==> config.mk <==
export PLATFORM = sky130hd
export DESIGN_NAME = spidac_seq
export DESIGN_NICKNAME = d
export VERILOG_FILES = /design/src/rtl/spidac_seq.sv
export SDC_FILE = /design/constraint.sdc
export NUM_CORES = 1
export LEC_CHECK = 0
export BUFFER_PORTS_ARGS = -buffer_cell sky130_fd_sc_hd__buf_2
export CAP_MARGIN = 20
export CORE_MARGIN = 10
export CORE_UTILIZATION = 45
export CTS_BUF_LIST = sky130_fd_sc_hd__clkbuf_4 sky130_fd_sc_hd__clkbuf_8
export DETAILED_ROUTE_END_ITERATION = 7
export PLACE_DENSITY_LB_ADDON = 0.3
export SLEW_MARGIN = 30
export SYNTH_ARGS = -nofsm -noshare
export SYNTH_HDL_FRONTEND = slang
export SYNTH_SLANG_ARGS = --single-unit
==> constraint.sdc <==
create_clock -name clk -period 4.35 [get_ports clk]
set_clock_uncertainty 0.05 [all_clocks]
set_input_delay 0.6525 -clock clk [delete_from_list [all_inputs] [get_ports clk]]
set_output_delay 0.6525 -clock clk [all_outputs]
set_load 0.01 [all_outputs]
==> src/rtl/spidac_seq.sv <==
// Multi-channel SPI DAC sweep sequencer: registers are snapshotted at start, 16-bit frames go out MSB first, then one common LDAC strobe.
// Reads have 1-clk latency; a start while busy is dropped (no queuing). SPIDAC_SEQ_STEP_EN adds a saturating code += STEP at each sweep end.
module spidac_seq #(
  parameter int N_CH     = 4,
  parameter int DAC_BITS = 12,
  parameter int CLK_DIV  = 2
) (
  input  logic            clk,
  input  logic            res,
  input  logic            we,
  input  logic [7:0]      addr,
  input  logic [7:0]      data_in,
  output logic [7:0]      data_out,
  input  logic            start_step,
  output logic            SCK,
  output logic            SDI,
  output logic [N_CH-1:0] nCS,
  output logic            nLDAC,
  output logic            busy,
  output logic            done
);

  localparam int CHW = (N_CH > 1) ? $clog2(N_CH) : 1;
  localparam int CW  = $clog2(2 * CLK_DIV) + 1;
  localparam logic [CW-1:0] C_END = CW'(CLK_DIV - 1);
  localparam logic [CW-1:0] L_END = CW'(2 * CLK_DIV - 1);
  localparam logic [11:0] CODE_MASK = 12'((1 << DAC_BITS) - 1);

  typedef enum logic [2:0] {
    S_IDLE, S_SELECT, S_CS_SETUP, S_SHIFT, S_CS_HOLD, S_LDAC, S_DONE
  } state_t;

  // Register file
  logic [7:0]      r_lo [N_CH];
  logic [6:0]      r_hi [N_CH];
  logic [N_CH-1:0] r_mask;
  logic            r_sticky;
  logic [7:0]      r_dout;
  logic            r_step_d;
`ifdef SPIDAC_SEQ_STEP_EN
  logic [7:0]      r_step;
  logic [11:0]     w_stepped [N_CH];
`endif

  // Sequencer state and registered pin drivers
  state_t          r_state, w_state_nxt;
  logic [CW-1:0]   r_cnt, w_cnt_nxt;
  logic [3:0]      r_bit, w_bit_nxt;
  logic            r_ph, w_ph_nxt;
  logic [CHW-1:0]  r_ch, w_ch_nxt;
  logic [N_CH-1:0] r_sent, w_sent_nxt;
  logic [N_CH-1:0] r_snap_mask;
  logic [15:0]     r_frame [N_CH];
  logic            r_sck, w_sck_nxt;
  logic            r_sdi, w_sdi_nxt;
  logic [N_CH-1:0] r_ncs, w_ncs_nxt;
  logic            r_nldac, w_nldac_nxt;
  logic            r_busy, w_busy_nxt;
  logic            r_done, w_done_nxt;

  logic            w_clr, w_start;
  logic            w_pick_vld;
  logic [CHW-1:0]  w_pick;
  logic [N_CH-1:0] w_wr_lo, w_wr_hi;
  logic [11:0]     w_code [N_CH];
  logic [7:0]      w_rd;

  assign w_clr   = res | (we & (addr == 8'h00) & data_in[0]);
  assign w_start = ((we & (addr == 8'h00) & data_in[1]) | (start_step & ~r_step_d))
                   & (r_state == S_IDLE) & ~w_clr;

  always_comb begin
    w_wr_lo = '0;
    w_wr_hi = '0;
    for (int k = 0; k < N_CH; k++) begin
      w_wr_lo[k] = we & (addr == 8'(16 + 2 * k));
      w_wr_hi[k] = we & (addr == 8'(17 + 2 * k));
      w_code[k]  = {r_hi[k][3:0], r_lo[k]} & CODE_MASK;
    end
  end

`ifdef SPIDAC_SEQ_STEP_EN
  always_comb begin
    for (int k = 0; k < N_CH; k++) begin
      logic [12:0] sum;
      sum = {1'b0, w_code[k]} + 13'(r_step);
      w_stepped[k] = (sum > 13'(CODE_MASK)) ? CODE_MASK : sum[11:0];
    end
  end
`endif

  // Lowest-index enabled channel not yet sent in this sweep
  always_comb begin
    w_pick_vld = 1'b0;
    w_pick     = '0;
    for (int k = N_CH - 1; k >= 0; k--) begin
      if (r_snap_mask[k] && !r_sent[k]) begin
        w_pick_vld = 1'b1;
        w_pick     = CHW'(k);
      end
    end
  end

  always_comb begin
    w_rd = '0;
    case (addr)
      8'h01: w_rd = {6'd0, r_sticky, r_busy};
      8'h02: w_rd = 8'(r_mask);
`ifdef SPIDAC_SEQ_STEP_EN
      8'h03: w_rd = r_step;
`endif
      default: begin
        for (int k = 0; k < N_CH; k++) begin
          if (addr == 8'(16 + 2 * k))      w_rd = r_lo[k];
          else if (addr == 8'(17 + 2 * k)) w_rd = {1'b0, r_hi[k]};
        end
      end
    endcase
  end

  always_ff @(posedge clk) begin
    r_step_d <= start_step;
    if (w_clr) begin
      r_mask   <= '0;
      r_sticky <= 1'b0;
      r_dout   <= '0;
`ifdef SPIDAC_SEQ_STEP_EN
      r_step   <= '0;
`endif
      for (int k = 0; k < N_CH; k++) begin
        r_lo[k] <= '0;
        r_hi[k] <= '0;
      end
    end else begin
      r_dout <= w_rd;
      if (we && addr == 8'h02) r_mask <= data_in[N_CH-1:0];
`ifdef SPIDAC_SEQ_STEP_EN
      if (we && addr == 8'h03) r_step <= data_in;
`endif
      // A completion in the same clk as a clear keeps the event visible
      if (r_state == S_DONE)              r_sticky <= 1'b1;
      else if (we && addr == 8'h01)       r_sticky <= 1'b0;
      for (int k = 0; k < N_CH; k++) begin
        if (w_wr_lo[k]) r_lo[k] <= data_in;
        if (w_wr_hi[k]) r_hi[k] <= data_in[6:0];
`ifdef SPIDAC_SEQ_STEP_EN
        if (!w_wr_lo[k] && !w_wr_hi[k] && r_state == S_DONE && r_snap_mask[k])
          {r_hi[k][3:0], r_lo[k]} <= w_stepped[k];
`endif
      end
    end
  end

  always_ff @(posedge clk) begin
    if (w_clr) begin
      r_snap_mask <= '0;
      for (int k = 0; k < N_CH; k++) r_frame[k] <= '0;
    end else if (w_start) begin
      r_snap_mask <= r_mask;
      for (int k = 0; k < N_CH; k++) r_frame[k] <= {1'b0, r_hi[k][6:4], w_code[k]};
    end
  end

  always_ff @(posedge clk) begin
    if (w_clr) begin
      r_state <= S_IDLE;
      r_cnt   <= '0;
      r_bit   <= '0;
      r_ph    <= 1'b0;
      r_ch    <= '0;
      r_sent  <= '0;
      r_sck   <= 1'b0;
      r_sdi   <= 1'b0;
      r_ncs   <= '1;
      r_nldac <= 1'b1;
      r_busy  <= 1'b0;
      r_done  <= 1'b0;
    end else begin
      r_state <= w_state_nxt;
      r_cnt   <= w_cnt_nxt;
      r_bit   <= w_bit_nxt;
      r_ph    <= w_ph_nxt;
      r_ch    <= w_ch_nxt;
      r_sent  <= w_sent_nxt;
      r_sck   <= w_sck_nxt;
      r_sdi   <= w_sdi_nxt;
      r_ncs   <= w_ncs_nxt;
      r_nldac <= w_nldac_nxt;
      r_busy  <= w_busy_nxt;
      r_done  <= w_done_nxt;
    end
  end

  // Pin values are computed for the state being entered so every output is a flop
  always_comb begin
    w_state_nxt = r_state;
    w_cnt_nxt   = r_cnt;
    w_bit_nxt   = r_bit;
    w_ph_nxt    = r_ph;
    w_ch_nxt    = r_ch;
    w_sent_nxt  = r_sent;
    w_sck_nxt   = r_sck;
    w_sdi_nxt   = r_sdi;
    w_ncs_nxt   = r_ncs;
    w_nldac_nxt = r_nldac;
    w_busy_nxt  = r_busy;
    w_done_nxt  = r_done;
    case (r_state)
      S_IDLE: begin
        if (w_start) begin
          w_state_nxt = S_SELECT;
          w_cnt_nxt   = '0;
          w_sent_nxt  = '0;
          w_busy_nxt  = 1'b1;
        end
      end
      S_SELECT: begin
        if (!w_pick_vld) begin
          w_cnt_nxt = '0;
          if (r_snap_mask == '0) begin
            w_state_nxt = S_DONE;
            w_done_nxt  = 1'b1;
          end else begin
            w_state_nxt = S_LDAC;
            w_nldac_nxt = 1'b0;
          end
        end else if (r_cnt == C_END) begin
          w_state_nxt       = S_CS_SETUP;
          w_cnt_nxt         = '0;
          w_ch_nxt          = w_pick;
          w_ncs_nxt         = '1;
          w_ncs_nxt[w_pick] = 1'b0;
          w_sdi_nxt         = r_frame[w_pick][15];
        end else begin
          w_cnt_nxt = r_cnt + CW'(1);
        end
      end
      S_CS_SETUP: begin
        if (r_cnt == C_END) begin
          w_state_nxt = S_SHIFT;
          w_cnt_nxt   = '0;
          w_bit_nxt   = 4'd15;
          w_ph_nxt    = 1'b0;
        end else begin
          w_cnt_nxt = r_cnt + CW'(1);
        end
      end
      S_SHIFT: begin
        if (r_cnt == C_END) begin
          w_cnt_nxt = '0;
          if (!r_ph) begin
            w_ph_nxt  = 1'b1;
            w_sck_nxt = 1'b1;
          end else if (r_bit == 4'd0) begin
            w_state_nxt      = S_CS_HOLD;
            w_ph_nxt         = 1'b0;
            w_sck_nxt        = 1'b0;
            w_sent_nxt[r_ch] = 1'b1;
          end else begin
            w_ph_nxt  = 1'b0;
            w_sck_nxt = 1'b0;
            w_bit_nxt = r_bit - 4'd1;
            w_sdi_nxt = r_frame[r_ch][r_bit - 4'd1];
          end
        end else begin
          w_cnt_nxt = r_cnt + CW'(1);
        end
      end
      S_CS_HOLD: begin
        // Phase 0: SCK low with nCS held; phase 1: nCS released before next select
        if (r_cnt == C_END) begin
          w_cnt_nxt = '0;
          if (!r_ph) begin
            w_ph_nxt  = 1'b1;
            w_ncs_nxt = '1;
            w_sdi_nxt = 1'b0;
          end else begin
            w_ph_nxt    = 1'b0;
            w_state_nxt = S_SELECT;
          end
        end else begin
          w_cnt_nxt = r_cnt + CW'(1);
        end
      end
      S_LDAC: begin
        if (r_cnt == L_END) begin
          w_cnt_nxt   = '0;
          w_nldac_nxt = 1'b1;
          w_state_nxt = S_DONE;
          w_done_nxt  = 1'b1;
        end else begin
          w_cnt_nxt = r_cnt + CW'(1);
        end
      end
      S_DONE: begin
        w_state_nxt = S_IDLE;
        w_done_nxt  = 1'b0;
        w_busy_nxt  = 1'b0;
      end
      default: w_state_nxt = S_IDLE;
    endcase
  end

  assign data_out = r_dout;
  assign SCK      = r_sck;
  assign SDI      = r_sdi;
  assign nCS      = r_ncs;
  assign nLDAC    = r_nldac;
  assign busy     = r_busy;
  assign done     = r_done;

endmodule

==> summary.md <==
| Metric | Value |
|---|---|
| Final hold vios | 0 |
| Share of layout cells above drive strength 1 | 16.5% |
| Dpl hpwl | 13900 µm |
| Antenna Nets Post-Route | 0 |
| Ports | 37 |
| Iter 0 DRT Violations | 578 |
| Fin area | 0.00862 mm² |
| CTS Sinks | 166 |
| Clock power frac | 28.2% |
| Critical Path, Cell by Cell | buf_2 > nor3b_1 > a41o_1 > a211oi_4 > buf_4 > o21ai_1 > a22oi_1 > nor2_1 |
| Drt wl/cell | 20.2 µm |
| Overall die height | 152 µm |
| FF-to-FF path depth | 8 |
| CTS tree | yes |
| CP Launch Type | primary input |
| CP required | 4.66 ns |
| CP endpoint kind | register |
| Area delta synth->final | 9.54% |
| Largest net degree at the start of global routing | 62 |
| Cell Rows | 48 |
| Final nets | 713 |
| Worst setup margin | 1.59 ns |
| Clk slew on worst S/H paths | 0.09 ns |
| Sw Share | 30.0% |
| CTS Root Buffer Type | clkbuf_8 |
| Slew @ Worst Pin | 0.966 ns |
| Distinct cell type count after synthesis | 62 |
| N_diodes | 0 |
| P_leak | 3.06 nW |
| Warnings, synthesis | 0 |
| Crit path to | r_cnt[1]$_SDFFE_PN0P_ |
| Fin crit period | 2.76 ns |
| Peak supply drop | 0.267 mV |
| Reg2reg setup slack | 1.71 ns |
| Status | completed |
| IO buf count | 36 |
| Core Footprint | 0.0172 mm² |
| TritonCTS Buffers | 17 |
| Routed vias/inst | 5.66 |
| Worst Path Max Fanout | 61 |
| Vias in the first global route | 5226 |
| Area after DPL | 0.00825 mm² |
| Clock Tree Buf Depth | 2 |
| Slew headroom | 34.9% |
| Cells after synthesis | 662 |
| H-tree levels | 4 |
| Worst r2r src | r_bit[0]$_SDFFE_PN0P_ |
| DR vias | 5242 |
| Capture point of the worst reg-to-reg path | r_state[1]$_SDFFE_PN0P_ |
| NetSw | 1.06 mW |
| Arr. time, crit path | 3.07 ns |
| Post-Syn Area per Cell | 11.9 µm² |
| Max-slew violation count | 0 |
| #FFs+latches synth | 166 |
| Synth Cell Area | 0.00787 mm² |
| Final setup fails | 0 |
| First-pass GRT wire length | 30100 µm |
| GPL Wtd Cong | 0.918 |
| Type of the most critical hold path | primary input to register |
| Setup Fix Bufs, Post-CTS | 0 |
| Die X-Extent | 152 µm |
| WL final | 18700 µm |
| Power Density | 411 mW/mm² |
| Tcrit/Tclk final | 63.3% |
| Register share of total power | 55.9% |
| Hold-fix buffers at CTS | 0 |
| Remaining global-route overflow | 0 |
| Top FF cell, synth | edfxtp_1 |
| RSZ-0062 raised after global routing | no |
| Worst Setup SP | addr[0] |
| CP max stage cell | buf_2 |
| Synth async-reset ratio | 0% |
| MaxCap Viol Count | 0 |
| Post-synth EDFFs | 120 |
| Resized Gates After CTS | 0 |
| GRT Total Usage | 16.2% |
| Setup_tns | 0 ns |
| Initial antenna violation count | 0 |
| Fmax | 363 MHz |
| Post-synthesis sequential area ratio | 57.5% |
| Setup CP Type | primary input to register |
| Die area | 0.0232 mm² |
| Internal cell power | 2.48 mW |
| Detailed Routing Iterations Pass 1 | 6 |
| DRC viols | 0 |
| Max incr delay on CP | 0.55 ns |
| Starting density of the core | 45.7% |
| Post-Place Setup Slack | 1.09 ns |
| Syn_nets | 687 |
| Skew-Pair Late Insertion Delay | 0.46 ns |
| Combinational group share of total power | 15.9% |
[flip-flops by register name, indices dropped and copies added, names as in the netlist, 2 cells and up, named ones only]
| register | flops |
|---|---|
| r_hi | 28 |
| r_bit | 4 |
| r_mask | 4 |
| r_ch | 2 |
| r_lo | 32 |
| r_state | 3 |
| data_out | 8 |
| r_snap_mask | 4 |
| r_sent | 4 |
| nCS | 4 |
| r_frame | 60 |
| r_cnt | 3 |
[kinds of logic (layout without fill, tap and decap cells)]
| group | Yosys count | in the layout | share of synthesized area, % |
|---|---|---|---|
| muxes | 52 | 52 | 9.73 |
| DFF | 166 | 166 | 57.5 |
| adders and majority gates | 5 | 5 | 0.795 |
| AOI/OAI and AO/OA | 112 | 112 | 9.87 |
| xor gates and xnor gates | 1 | 1 | 0.111 |
| buffers and inverters | 50 | 89 | 2.70 |
| and+or+nand+nor | 276 | 276 | 19.3 |
[metal layers]
layer | vias to the layer above | track usage, % | part of all wire [%]
met2 | 175 | 26.1 | 49
met4 | 0 | 4.77 | 1.3
met1 | 2575 | 21.6 | 44
met5 | - | 0 | 0
met3 | 17 | 3.33 | 5.7
li1 | 2475 | - | -
[metrics by stage]
step | utilization, % | hold slack (ns) | power, mW | std cells
floorplan | - | 0.383 | 2.39 | 662
global placement | 47.9 | 0.395 | 2.56 | 894
detailed placement | 47.9 | 0.407 | 2.58 | 894
CTS | 49.9 | 0.231 | 3.56 | 926
global route | 50.0 | 0.232 | 3.72 | 926
finish | 50.0 | 0.260 | 3.55 | 926
[cells in the final DEF (no fill, tap or decap), types with 10 or more instances in the layout]
cell | netlist | final
nor2b_1 | 12 | 12
nand2_1 | 40 | 40
nand3_1 | 10 | 10
and2_1 | 122 | 122
nor2_1 | 49 | 49
nor3_1 | 10 | 10
mux2i_1 | 27 | 27
clkbuf_8 | 0 | 17
edfxtp_1 | 120 | 120
mux4_2 | 19 | 19
o21ai_0 | 29 | 24
dfxtp_1 | 46 | 44
inv_1 | 14 | 13
a21oi_1 | 21 | 21
buf_2 | 11 | 36
[synthesized netlist by cell type, types with 4 or more instances]
library cell,n,area [µm²]
buf_1,4,15.0
a21oi_1,21,105
edfxtp_1,120,3600
clkbuf_1,19,71.3
dfxtp_1,46,921
buf_2,11,55.1
o22ai_1,5,31.3
a31oi_1,4,25.0
o21ai_0,29,145
nand4_1,5,31.3
nor2b_1,12,75.1
mux4_2,19,428
a211oi_1,7,52.6
nand2_1,40,150
nand3_1,10,50.1
mux2i_1,27,270
nor2_1,49,184
and2_1,122,763
inv_1,14,52.6
a22oi_1,6,45.0
mux2_2,6,67.6
nand2b_1,9,56.3
a311oi_1,4,35.0
nor3_1,10,50.1
ha_1,5,62.6
[critical path: cells and delay by family]
kind | cells | cell delay (ns)
AOI/OAI and AO/OA | 4 | 1.17
buffers and inverters | 2 | 0.96
and+or+nand+nor | 2 | 0.26
[final cells by class]
cell class              instances  area [µm²]
fillers                      1515        8610
multi-input cells             446        3160
flip-flops and latches        166        4530
repair buffers                 43         245
clock inverters                15         121
well taps                     225         282
clock buffers                  17         234
inverters                      14        52.6
[power by group through the flow]
stage | clock network, mW | logic, mW | registers [mW]
4_1_cts | 1.02 | 0.563 | 1.98
3_3_place_gp | 0 | 0.548 | 2.01
2_1_floorplan | 0 | 0.450 | 1.94
5_1_grt | 1.09 | 0.634 | 2.00
3_5_place_dp | 0 | 0.560 | 2.02
6_report | 0.999 | 0.564 | 1.98
[worst min-delay path by stage]
stage / from / endpoint / slack [ns] / cells past startpoint
floorplan: r_sent[3]$_SDFFE_PN0P_ / r_sent[3]$_SDFFE_PN0P_ / 0.38 / 1
detailed placement: nCS[1]$_SDFFE_PN1P_ / nCS[1]$_SDFFE_PN1P_ / 0.41 / 2
global route: start_step / r_step_d$_DFF_P_ / 0.23 / 1
global placement: r_sent[3]$_SDFFE_PN0P_ / r_sent[3]$_SDFFE_PN0P_ / 0.40 / 1
finish: start_step / r_step_d$_DFF_P_ / 0.26 / 1
CTS: start_step / r_step_d$_DFF_P_ / 0.23 / 1
No activity file was read; power rests on OpenSTA's default activity.
